### src/rtl/fib_video_pkg.sv
// Shared video timing constants and types for the Fireboy sprite pipeline.
package fib_video_pkg;
  localparam int H_ACTIVE = 640;
  localparam int V_ACTIVE = 480;
  localparam int V_TOTAL  = 525;

  typedef enum logic [1:0] {IDLE, ISSUE, DRAIN} fetch_state_t;
  typedef logic [7:0] pal_idx_t;
endpackage

### src/rtl/fireboy_sprite_fetch_if.sv
// Sprite ROM port: the fetcher drives the address and the ROM returns a palette index one clock later.
interface fireboy_sprite_fetch_if #(parameter int ADDR_W = 12);
  import fib_video_pkg::*;

  logic [ADDR_W-1:0] rom_addr;
  pal_idx_t          rom_data;

  modport master (output rom_addr, input rom_data);
  modport slave  (input rom_addr, output rom_data);
endinterface

### src/rtl/sprite_line_buffer.sv
// One sprite row of palette indices: synchronous write, combinational read.
module sprite_line_buffer
  import fib_video_pkg::*;
#(
  parameter int SPR_W = 32,
  localparam int AW = $clog2(SPR_W)
) (
  input  logic          clk,
  input  logic          rst_n,
  input  logic          we,
  input  logic [AW-1:0] waddr,
  input  pal_idx_t      wdata,
  input  logic [AW-1:0] raddr,
  output pal_idx_t      rdata
);
  pal_idx_t mem [SPR_W];

  always_ff @(posedge clk or negedge rst_n) begin
    if (!rst_n) begin
      for (int i = 0; i < SPR_W; i++) mem[i] <= '0;
    end else if (we) begin
      mem[waddr] <= wdata;
    end
  end

  assign rdata = mem[raddr];
endmodule

### src/rtl/fireboy_sprite_fetch.sv
// Fetches the next scanline's Fireboy sprite row during hblank and serves pixels during active video.
//   state | meaning
//   IDLE  | waiting for hblank of a line whose next row intersects the sprite
//   ISSUE | stepping rom_addr across the row, storing data returned one clock late
//   DRAIN | storing the last returned pixel, marking the line valid
module fireboy_sprite_fetch
  import fib_video_pkg::*;
#(
  parameter int SPR_W    = 32,
  parameter int SPR_H    = 32,
  parameter int N_FRAMES = 4,
  parameter int ADDR_W   = 12
) (
  input  logic       Clk,
  input  logic       Reset_n,
  input  logic [9:0] DrawX,
  input  logic [9:0] DrawY,
  input  logic [9:0] fireboy_x,
  input  logic [9:0] fireboy_y,
  input  logic       facing_left,
  input  logic [1:0] anim_frame,
  fireboy_sprite_fetch_if.master rom,
  output logic       is_fireboy,
  output pal_idx_t   fireboy_data,
  output logic       busy
);
  localparam int CW = $clog2(SPR_W);
  localparam int RW = $clog2(SPR_H);
  localparam int FW = $clog2(N_FRAMES);

  fetch_state_t      state, state_n;
  logic [CW-1:0]     col;
  logic [ADDR_W-1:0] addr_q;
  logic              line_valid;
  logic [9:0]        lat_x, lat_y, prev_x, prev_y;
  logic              lat_facing;
  logic [FW-1:0]     lat_frame;

  logic              trig, latch, row_ok;
  logic [9:0]        next_y;
  logic [10:0]       r;
  logic [ADDR_W-1:0] base_addr;

  logic              buf_we;
  logic [CW-1:0]     buf_waddr, pix_col, idx;
  pal_idx_t          buf_wdata, buf_rdata;
  logic              hit;

  assign latch  = (DrawY == 10'(V_ACTIVE)) && (prev_y != 10'(V_ACTIVE));
  assign trig   = (DrawX == 10'(H_ACTIVE)) && (prev_x != 10'(H_ACTIVE));
  assign next_y = (DrawY == 10'(V_TOTAL - 1)) ? 10'd0 : DrawY + 10'd1;
  // Sign bit of the 11-bit difference rejects lines above the sprite.
  assign r      = {1'b0, next_y} - {1'b0, lat_y};
  assign row_ok = (next_y < 10'(V_ACTIVE)) && !r[10] && (r < 11'(SPR_H));
  assign base_addr = ADDR_W'(lat_frame) * ADDR_W'(SPR_W * SPR_H)
                   + ADDR_W'(r[RW-1:0]) * ADDR_W'(SPR_W);

  always_ff @(posedge Clk or negedge Reset_n) begin
    if (!Reset_n) state <= IDLE;
    else          state <= state_n;
  end

  always_comb begin
    state_n   = state;
    busy      = 1'b0;
    buf_we    = 1'b0;
    buf_waddr = col - CW'(1);
    buf_wdata = rom.rom_data;
    case (state)
      IDLE:  if (trig && row_ok) state_n = ISSUE;
      ISSUE: begin
        busy   = 1'b1;
        buf_we = (col != '0);
        if (col == CW'(SPR_W - 1)) state_n = DRAIN;
      end
      DRAIN: begin
        busy      = 1'b1;
        buf_we    = 1'b1;
        buf_waddr = CW'(SPR_W - 1);
        state_n   = IDLE;
      end
      default: state_n = IDLE;
    endcase
  end

  always_ff @(posedge Clk or negedge Reset_n) begin
    if (!Reset_n) begin
      col        <= '0;
      addr_q     <= '0;
      line_valid <= 1'b0;
      lat_x      <= '0;
      lat_y      <= '0;
      lat_facing <= 1'b0;
      lat_frame  <= '0;
      prev_x     <= '0;
      prev_y     <= '0;
    end else begin
      prev_x <= DrawX;
      prev_y <= DrawY;
      if (latch) begin
        lat_x      <= fireboy_x;
        lat_y      <= fireboy_y;
        lat_facing <= facing_left;
        lat_frame  <= anim_frame[FW-1:0];
      end
      case (state)
        IDLE: if (trig) begin
          line_valid <= 1'b0;
          if (row_ok) begin
            addr_q <= base_addr;
            col    <= '0;
          end
        end
        ISSUE: begin
          col <= col + CW'(1);
          if (col != CW'(SPR_W - 1)) addr_q <= addr_q + ADDR_W'(1);
        end
        DRAIN:   line_valid <= 1'b1;
        default: ;
      endcase
    end
  end

  assign rom.rom_addr = addr_q;

  sprite_line_buffer #(.SPR_W(SPR_W)) u_buf (
    .clk   (Clk),
    .rst_n (Reset_n),
    .we    (buf_we),
    .waddr (buf_waddr),
    .wdata (buf_wdata),
    .raddr (idx),
    .rdata (buf_rdata)
  );

  // 11-bit compare so a sprite overhanging column 639 clips instead of wrapping.
  assign hit = line_valid && (DrawX < 10'(H_ACTIVE))
            && ({1'b0, DrawX} >= {1'b0, lat_x})
            && ({1'b0, DrawX} < ({1'b0, lat_x} + 11'(SPR_W)));
  assign pix_col = CW'(DrawX - lat_x);
  assign idx     = lat_facing ? (CW'(SPR_W - 1) - pix_col) : pix_col;

  assign is_fireboy   = hit;
  assign fireboy_data = hit ? buf_rdata : 8'h00;
endmodule

### src/flat_wrapper.sv
// flat-port wrapper written by rule: the top's interface ports become plain ports
module fireboy_sprite_fetch_flat import fib_video_pkg::*;
#(
  parameter int SPR_W    = 32,
  parameter int SPR_H    = 32,
  parameter int N_FRAMES = 4,
  parameter int ADDR_W   = 12
)
  (Clk, Reset_n, DrawX, DrawY, fireboy_x, fireboy_y, facing_left, anim_frame, is_fireboy, fireboy_data, busy, rom_rom_addr, rom_rom_data);
  fireboy_sprite_fetch_if #(.ADDR_W(ADDR_W)) rom_i ();
  input  logic Clk;
  input  logic Reset_n;
  input  logic [9:0] DrawX;
  input  logic [9:0] DrawY;
  input  logic [9:0] fireboy_x;
  input  logic [9:0] fireboy_y;
  input  logic facing_left;
  input  logic [1:0] anim_frame;
  output logic is_fireboy;
  output pal_idx_t fireboy_data;
  output logic busy;
  output wire logic [$bits(rom_i.rom_addr)-1:0] rom_rom_addr;
  input wire logic [$bits(rom_i.rom_data)-1:0] rom_rom_data;
  assign rom_rom_addr = rom_i.rom_addr;
  assign rom_i.rom_data = rom_rom_data;
  fireboy_sprite_fetch #(.SPR_W(SPR_W), .SPR_H(SPR_H), .N_FRAMES(N_FRAMES), .ADDR_W(ADDR_W)) u_core (.Clk(Clk), .Reset_n(Reset_n), .DrawX(DrawX), .DrawY(DrawY), .fireboy_x(fireboy_x), .fireboy_y(fireboy_y), .facing_left(facing_left), .anim_frame(anim_frame), .rom(rom_i), .is_fireboy(is_fireboy), .fireboy_data(fireboy_data), .busy(busy));
endmodule
### config.mk
export PLATFORM = sky130hd
export DESIGN_NAME = fireboy_sprite_fetch_flat
export DESIGN_NICKNAME = d
export VERILOG_FILES = /design/src/rtl/fib_video_pkg.sv /design/src/rtl/fireboy_sprite_fetch_if.sv /design/src/rtl/sprite_line_buffer.sv /design/src/rtl/fireboy_sprite_fetch.sv /design/src/flat_wrapper.sv
export SDC_FILE = /design/constraint.sdc
export NUM_CORES = 1
export LEC_CHECK = 0
export CORE_UTILIZATION = 30
export CTS_CLUSTER_SIZE = 14
export DETAILED_ROUTE_END_ITERATION = 10
export PLACE_DENSITY_LB_ADDON = 0.25
export SYNTH_ARGS = -nofsm -noshare
export SYNTH_HDL_FRONTEND = slang
export SYNTH_SLANG_ARGS = --single-unit
### constraint.sdc
create_clock -name Clk -period 3.8 [get_ports Clk]
set_input_delay 0.76 -clock Clk [delete_from_list [all_inputs] [get_ports Clk]]
set_output_delay 0.76 -clock Clk [all_outputs]
set_load 0.1 [all_outputs]
## After elaboration in Yosys (flattened, before gate mapping)

Cells that the tools add are included.

| word-level totals | value |
|---|---|
| flip-flop bits (word level) | 319 |
| bits in latches | 0 |
| memory bits (writable) | 0 |
| memory bits (read-only) | 0 |
| input port bits | 53 |
| output and inout bits | 22 |
| word-level logic and storage cells | 118 |
| memories kept | 0 |

| operators by class | value |
|---|---|
| add/sub/neg operators | 9 |
| $mul | 0 |
| divide/modulo/power cells | 0 |
| order comparisons | 8 |
| equal/unequal tests | 14 |
| shift operators | 0 |
| muxes and demuxes | 24 |
| bitwise gates (word level) | 2 |
| reduce and logical (&&, ||, !) cells | 19 |

Operators by type and width:

| kind | number |
|---|---|
| $bwmux W256 | 1 |
| $bmux W8 S5 | 1 |
| $demux W8 S5 | 1 |
| $mux W12 | 3 |
| $mux W8 | 4 |
| $pmux W12 S2 | 1 |
| $eq A10 B10 Y1 const B | 2 |
| $mux W5 | 4 |
| $add A12 B1 Y12 const B | 1 |
| $add A12 B10 Y12 | 1 |
| $ge A6 B6 Y1 const B | 2 |
| $not A5 Y6 | 2 |
| $add A10 B6 Y11 const B | 1 |
| $lt A10 B11 Y1 | 1 |
| $lt A11 B6 Y1 const B | 1 |
| $sub A10 B10 Y11 | 1 |
| $add A10 B1 Y10 const B | 1 |
| $eq A10 B9 Y1 const B | 1 |
| $ge A10 B10 Y1 | 1 |
| $lt A10 B10 Y1 const B | 1 |
| $lt A10 B9 Y1 const B | 1 |
| $mux W10 | 1 |
| $ne A10 B10 Y1 const B | 1 |
| $ne A10 B9 Y1 const B | 1 |
| 24 further kinds | 41 |

## Logic depth before layout (Yosys ltp)

| logic depth | value |
|---|---|
| word-level depth | 9 |
| gate-level depth with buffers | 17 |
| depth with buffers taken out | 16 |

## Cells and area by module

From an unflattened synthesis, not the netlist that was laid out.

| unflattened totals | value |
|---|---|
| cell total of the unflattened synthesis | 1145 |
| area total of the unflattened synthesis | 15895.2 um^2 |

Modules (own cells, without submodules):

| module | times used | cells an instance | area each (um^2) | sequential area each (um^2) |
|---|---|---|---|---|
| sprite_line_buffer | 1 | 699 | 11648.7 | 6406.1 |
| fireboy_sprite_fetch | 1 | 446 | 4246.6 | 1576.5 |

## Worst setup path after synthesis

Ideal clock, no wire load.

| timing | value |
|---|---|
| path type | input to output |
| start point | input DrawX[0] |
| end point | output fireboy_data[0] |
| arrival | 4.552 ns |
| data required time | 3.040 ns |
| setup slack | -1.512 ns |
| cell stages on the path | 11 |
| buffers on the path | 2 |
| cell sequence | inv_1 -> ha_1 -> inv_1 -> fa_1 -> xor2_1 -> buf_2 -> buf_2 -> mux4_2 -> mux2i_1 -> a211o_1 -> a21oi_1 |

| on the way | value |
|---|---|
| word-level cells in the longest chain between the ends | 8 |
| elaborated cells between the ends (all ways) | 14 |
| classes of those cells | 2 x add/sub; 3 x order compare; 5 x mux; 1 x bitwise; 3 x reduce/logical |

Ends and longest elaborated chain:

| element | RTL line | text |
|---|---|---|
| start: declaration | flat_wrapper.sv:13 | `input logic [9:0] DrawX;` |
| $sub A5 B5 Y5 | fireboy_sprite_fetch.sv:140 | `assign pix_col = CW'(DrawX - lat_x);` |
| $sub A5 B5 Y5 | fireboy_sprite_fetch.sv:141 | `assign idx = lat_facing ? (CW'(SPR_W - 1) - pix_col) : pix_col;` |
| $mux W5 | fireboy_sprite_fetch.sv:141 |  |
| $not A5 Y6 (not written as such) | sprite_line_buffer.sv:26 | `assign rdata = mem[raddr];` |
| $bmux W8 S5 | sprite_line_buffer.sv:26 |  |
| $mux W8 (not written as such) (2 in series) | sprite_line_buffer.sv:26 |  |
| $mux W8 * | fireboy_sprite_fetch.sv:144 | `assign fireboy_data = hit ? buf_rdata : 8'h00;` |
| end: declaration | flat_wrapper.sv:20 | `output pal_idx_t fireboy_data;` |

Every way passes the cells marked *; elsewhere a longest branch is shown, timed or not. The select of a mux whose other input is x is not followed.

## Worst setup path in the final report

| timing | value |
|---|---|
| start point | input DrawX[0] |
| end point | output fireboy_data[4] |

Same word-level chain as after synthesis.

==> flow_metrics.env <==
export IMPL_cp_slowest_stage_delay_ns=0.62
export IMPL_startpoint_type="input pin"
export IMPL_synth_top_family_by_area="multiplexers"
export IMPL_setup_viol=8
export IMPL_final_design_area_no_fill_um2=20500
export IMPL_yosys_most_used_dff="dfrtp_1"
export IMPL_yosysMostFrequentCell="dfrtp_1"
export IMPL_fin_ws_ns=-0.487
export IMPL_antenna_found_initial=1
export IMPL_status="finished with violations"
export IMPL_die_area_um2=54200
export IMPL_synthSimpleGateAreaFrac_pct=7.19
export IMPL_syn_to_final_growth_pct=28.4
export IMPL_crit_arrival_ns=3.53
export IMPL_track_usage_pct=15.7
export IMPL_netlist_top_cells_area="dfrtp_1 50%, mux2_2 19%, mux4_2 9.0%, ha_1 2.9%, nand2_1 1.4%"
export IMPL_die_w_um=233
export IMPL_first_pass_iters=5
export IMPL_numCtsBuffers=37
export IMPL_synth_compound_area_share_pct=6.30
export IMPL_fp_coreArea_um2=52600
export IMPL_synth_xor_xnor_area_share_pct=1.25
export IMPL_cts_reportedPaths_clkPinSlew_ns=0.05
export IMPL_cap_viol_max_count=0
export IMPL_slew_headroom_pct=30.7
export IMPL_fin_crit_ns=4.29
export IMPL_period_share_pct=113
export IMPL_synth_top_area_share_pct=49.9
export IMPL_synth_top_area_cell="dfrtp_1"
export IMPL_tns_ns=-3.67
export IMPL_r2r_end="u_core.u_buf.mem[147]"
export IMPL_synth_common_cells="319 x dfrtp_1, 269 x mux2_2, 64 x mux4_2, 59 x nand2_1, 50 x clkbuf_1"
export IMPL_final_core_util_pct=39.1
export IMPL_cp_buffers_inverters=7
export IMPL_synth_edff_count=0
export IMPL_syn_inst=1203
export IMPL_max_freq_ghz=0.233
export IMPL_syn_area_um2=16000
export IMPL_grt_pass1_vias=11300
export IMPL_wl_per_cell_um=19.7
export IMPL_fill_cells=5003
export IMPL_async_reset_ff_share_pct=100
export IMPL_multi_input_area_um2=8050
export IMPL_crit_path_end_kind="primary output"
export IMPL_routed_wl_um=41300
export IMPL_hold_class="in -> async"
export IMPL_path_cells="buf_2 -> inv_12 -> ha_4 -> inv_2 -> fa_2 -> xor2_4 -> buf_12 -> buf_16 -> mux4_2 -> a211oi_1 -> buf_4 -> a211o_1 -> a21oi_4 -> buf_12"
export IMPL_maxSlewViolCount=0
export IMPL_seq_area_frac_synth_pct=49.9
export IMPL_syn_area_per_cell_um2=13.3
export IMPL_worstMarginPinSlew_ns=1.04
export IMPL_place_congestion=0.760
export IMPL_cp_top_family="buffers and inverters"
export IMPL_num_nets_final=1483
export IMPL_clock_skew_ns=0.0174
export IMPL_grt_max_degree=90
export IMPL_grt_pass1_wl_um=65800
export IMPL_cts_max_level=2
export IMPL_regArea_um2=7980
export IMPL_power_leakage_uw=0.00906
export IMPL_drive_gt1_share_pct=45.8
export IMPL_cts_sinks=319
export IMPL_synth_nets=1295
export IMPL_vdd_drop_max_v=0.000331
export IMPL_grt_overflow_total=0
export IMPL_worstPathMaxFanout=19
export IMPL_critical_path_class="in -> out"
export IMPL_pre_cts_slack_ns=-0.957
export IMPL_clockRootBuffer="clkbuf_16"
export IMPL_timing_rr_start="u_core.col[0]"
export IMPL_cts_tree="done"
export IMPL_synthMuxAreaShare_pct=29.1
export IMPL_cpMostUsedCell="buf_12"
export IMPL_antennaDiodeCount=0
export IMPL_dpl_cell_area_um2=18800
export IMPL_crit_slowest_cell="fa_2"
export IMPL_p_per_area_nw_per_um2=394
export IMPL_violations="setup timing"
export IMPL_rows=84
export IMPL_start_util_pct=30.4
export IMPL_regToRegSetupSlack_ns=0.30
export IMPL_rsz0062_at_grt="yes"
export IMPL_postRouteAntennaNets=0
export IMPL_dp_hpwl_um=27900
export IMPL_num_vias=10500
export IMPL_drtIter0Drc=540
export IMPL_ys_warn_count=0
export IMPL_worstPathRequired_ns=3.04
export IMPL_synth_seq_cells=319
export IMPL_ys_types=72
export IMPL_hold_viol=0
export IMPL_viasPerCell=5.01
export IMPL_reg2reg_depth=7
export IMPL_ios=75
export IMPL_yosys_area_share_adder_pct=3.15
export IMPL_drc_errors=0
export IMPL_clock_path_buffers=3
export IMPL_clock_latency_ns=0.56
export IMPL_numPortBuffers=74
export IMPL_die_h_um=233
==> worst max path at each step <==
stage	to	slack, ns	start	cells after the start
after global placement	fireboy_data[5]	-0.99	DrawX[0]	14
after detailed placement	fireboy_data[5]	-0.96	DrawX[0]	14
after CTS	fireboy_data[3]	-0.54	u_core.lat_x[0]	12
final	fireboy_data[4]	-0.49	DrawX[0]	14
after floorplan	is_fireboy	-0.41	DrawX[0]	12
after global routing	fireboy_data[5]	-0.60	u_core.lat_x[0]	13
==> where the power goes <==
group | internal, uW | switching [uW] | total [uW]
Sequential | 3480 | 35.6 | 3510
Combinational | 526 | 553 | 1080
Clock | 2070 | 1430 | 3500
==> per-stage QoR <==
stage	hold WS [ns]	total power [uW]	instances
after floorplan	0.459	4080	1203
after global placement	0.474	4550	2019
after detailed placement	0.485	4560	2019
after CTS	0.248	8200	2100
after global routing	0.283	8450	2104
final	0.200	8090	2104
==> timing repair <==
| item | CTS | global route |
|---|---|---|
| gates resized for setup | 80 | 42 |
| pin swaps | 37 | 20 |
| cloned | 4 | 0 |
| buffers inserted | 14 | 6 |
| endpoints found under the setup margin | 28 | 28 |
| hold buffers | 0 | 0 |
==> per-layer routing <==
metal | global-route usage (%) | up-vias | part of all wire (%)
met3 | 2.92 | 60 | 4.0
met2 | 25.1 | 176 | 47
met5 | 0 | - | 0.022
li1 | - | 4809 | -
met1 | 21.4 | 5484 | 47
met4 | 5.09 | 2 | 2.5
==> sequential cells by signal, indices dropped and copies added, names as in the netlist <==
register / cells
u_core.u_buf.mem: 256
u_core.rom.rom_addr: 12
u_core.lat_x: 10
u_core.lat_y: 10
u_core.prev_x: 10
u_core.prev_y: 10
u_core.col: 5
u_core.lat_frame: 2
u_core.state: 2
u_core.lat_facing: 1
u_core.line_valid: 1
==> final cells by class <==
type | instances | area share [%]
inverter | 41 | 0.811
multi-input combinational | 772 | 39.2
clock inverter | 6 | 0.396
tap | 688 | 4.19
timing repair buffer | 220 | 11.1
sequential | 319 | 38.9
clock buffer | 58 | 5.38
==> cell usage in the layout, fill, tap and decap left out, drive strengths merged, types with 7 or more instances in the layout <==
cell type | netlist | routed
nand3 | 18 | 18
nor2b | 17 | 17
nor2 | 45 | 45
ha | 37 | 37
inv | 41 | 42
clkbuf | 50 | 59
dfrtp | 319 | 319
o21ai | 33 | 34
a221o | 7 | 7
a211o | 10 | 10
xnor2 | 16 | 16
a21oi | 26 | 26
mux2 | 270 | 270
o211ai | 11 | 11
nand2b | 11 | 11
and3 | 10 | 10
nor4 | 7 | 7
nand2 | 60 | 60
nand4 | 7 | 7
clkdlybuf4s50 | 0 | 51
mux2i | 17 | 17
o31ai | 7 | 7
a211oi | 9 | 9
buf | 22 | 161
nor3 | 17 | 17
mux4 | 64 | 64
==> cell families (layout without fill, tap and decap cells) <==
family          after synthesis  in the layout
buf+inv                     113            325
compound gates              139            140
xor+xnor                     22             22
flops                       319            319
fa+ha+maj                    39             39
mux                         351            351
simple gates                220            220
(Power assumes the default switching activity.)
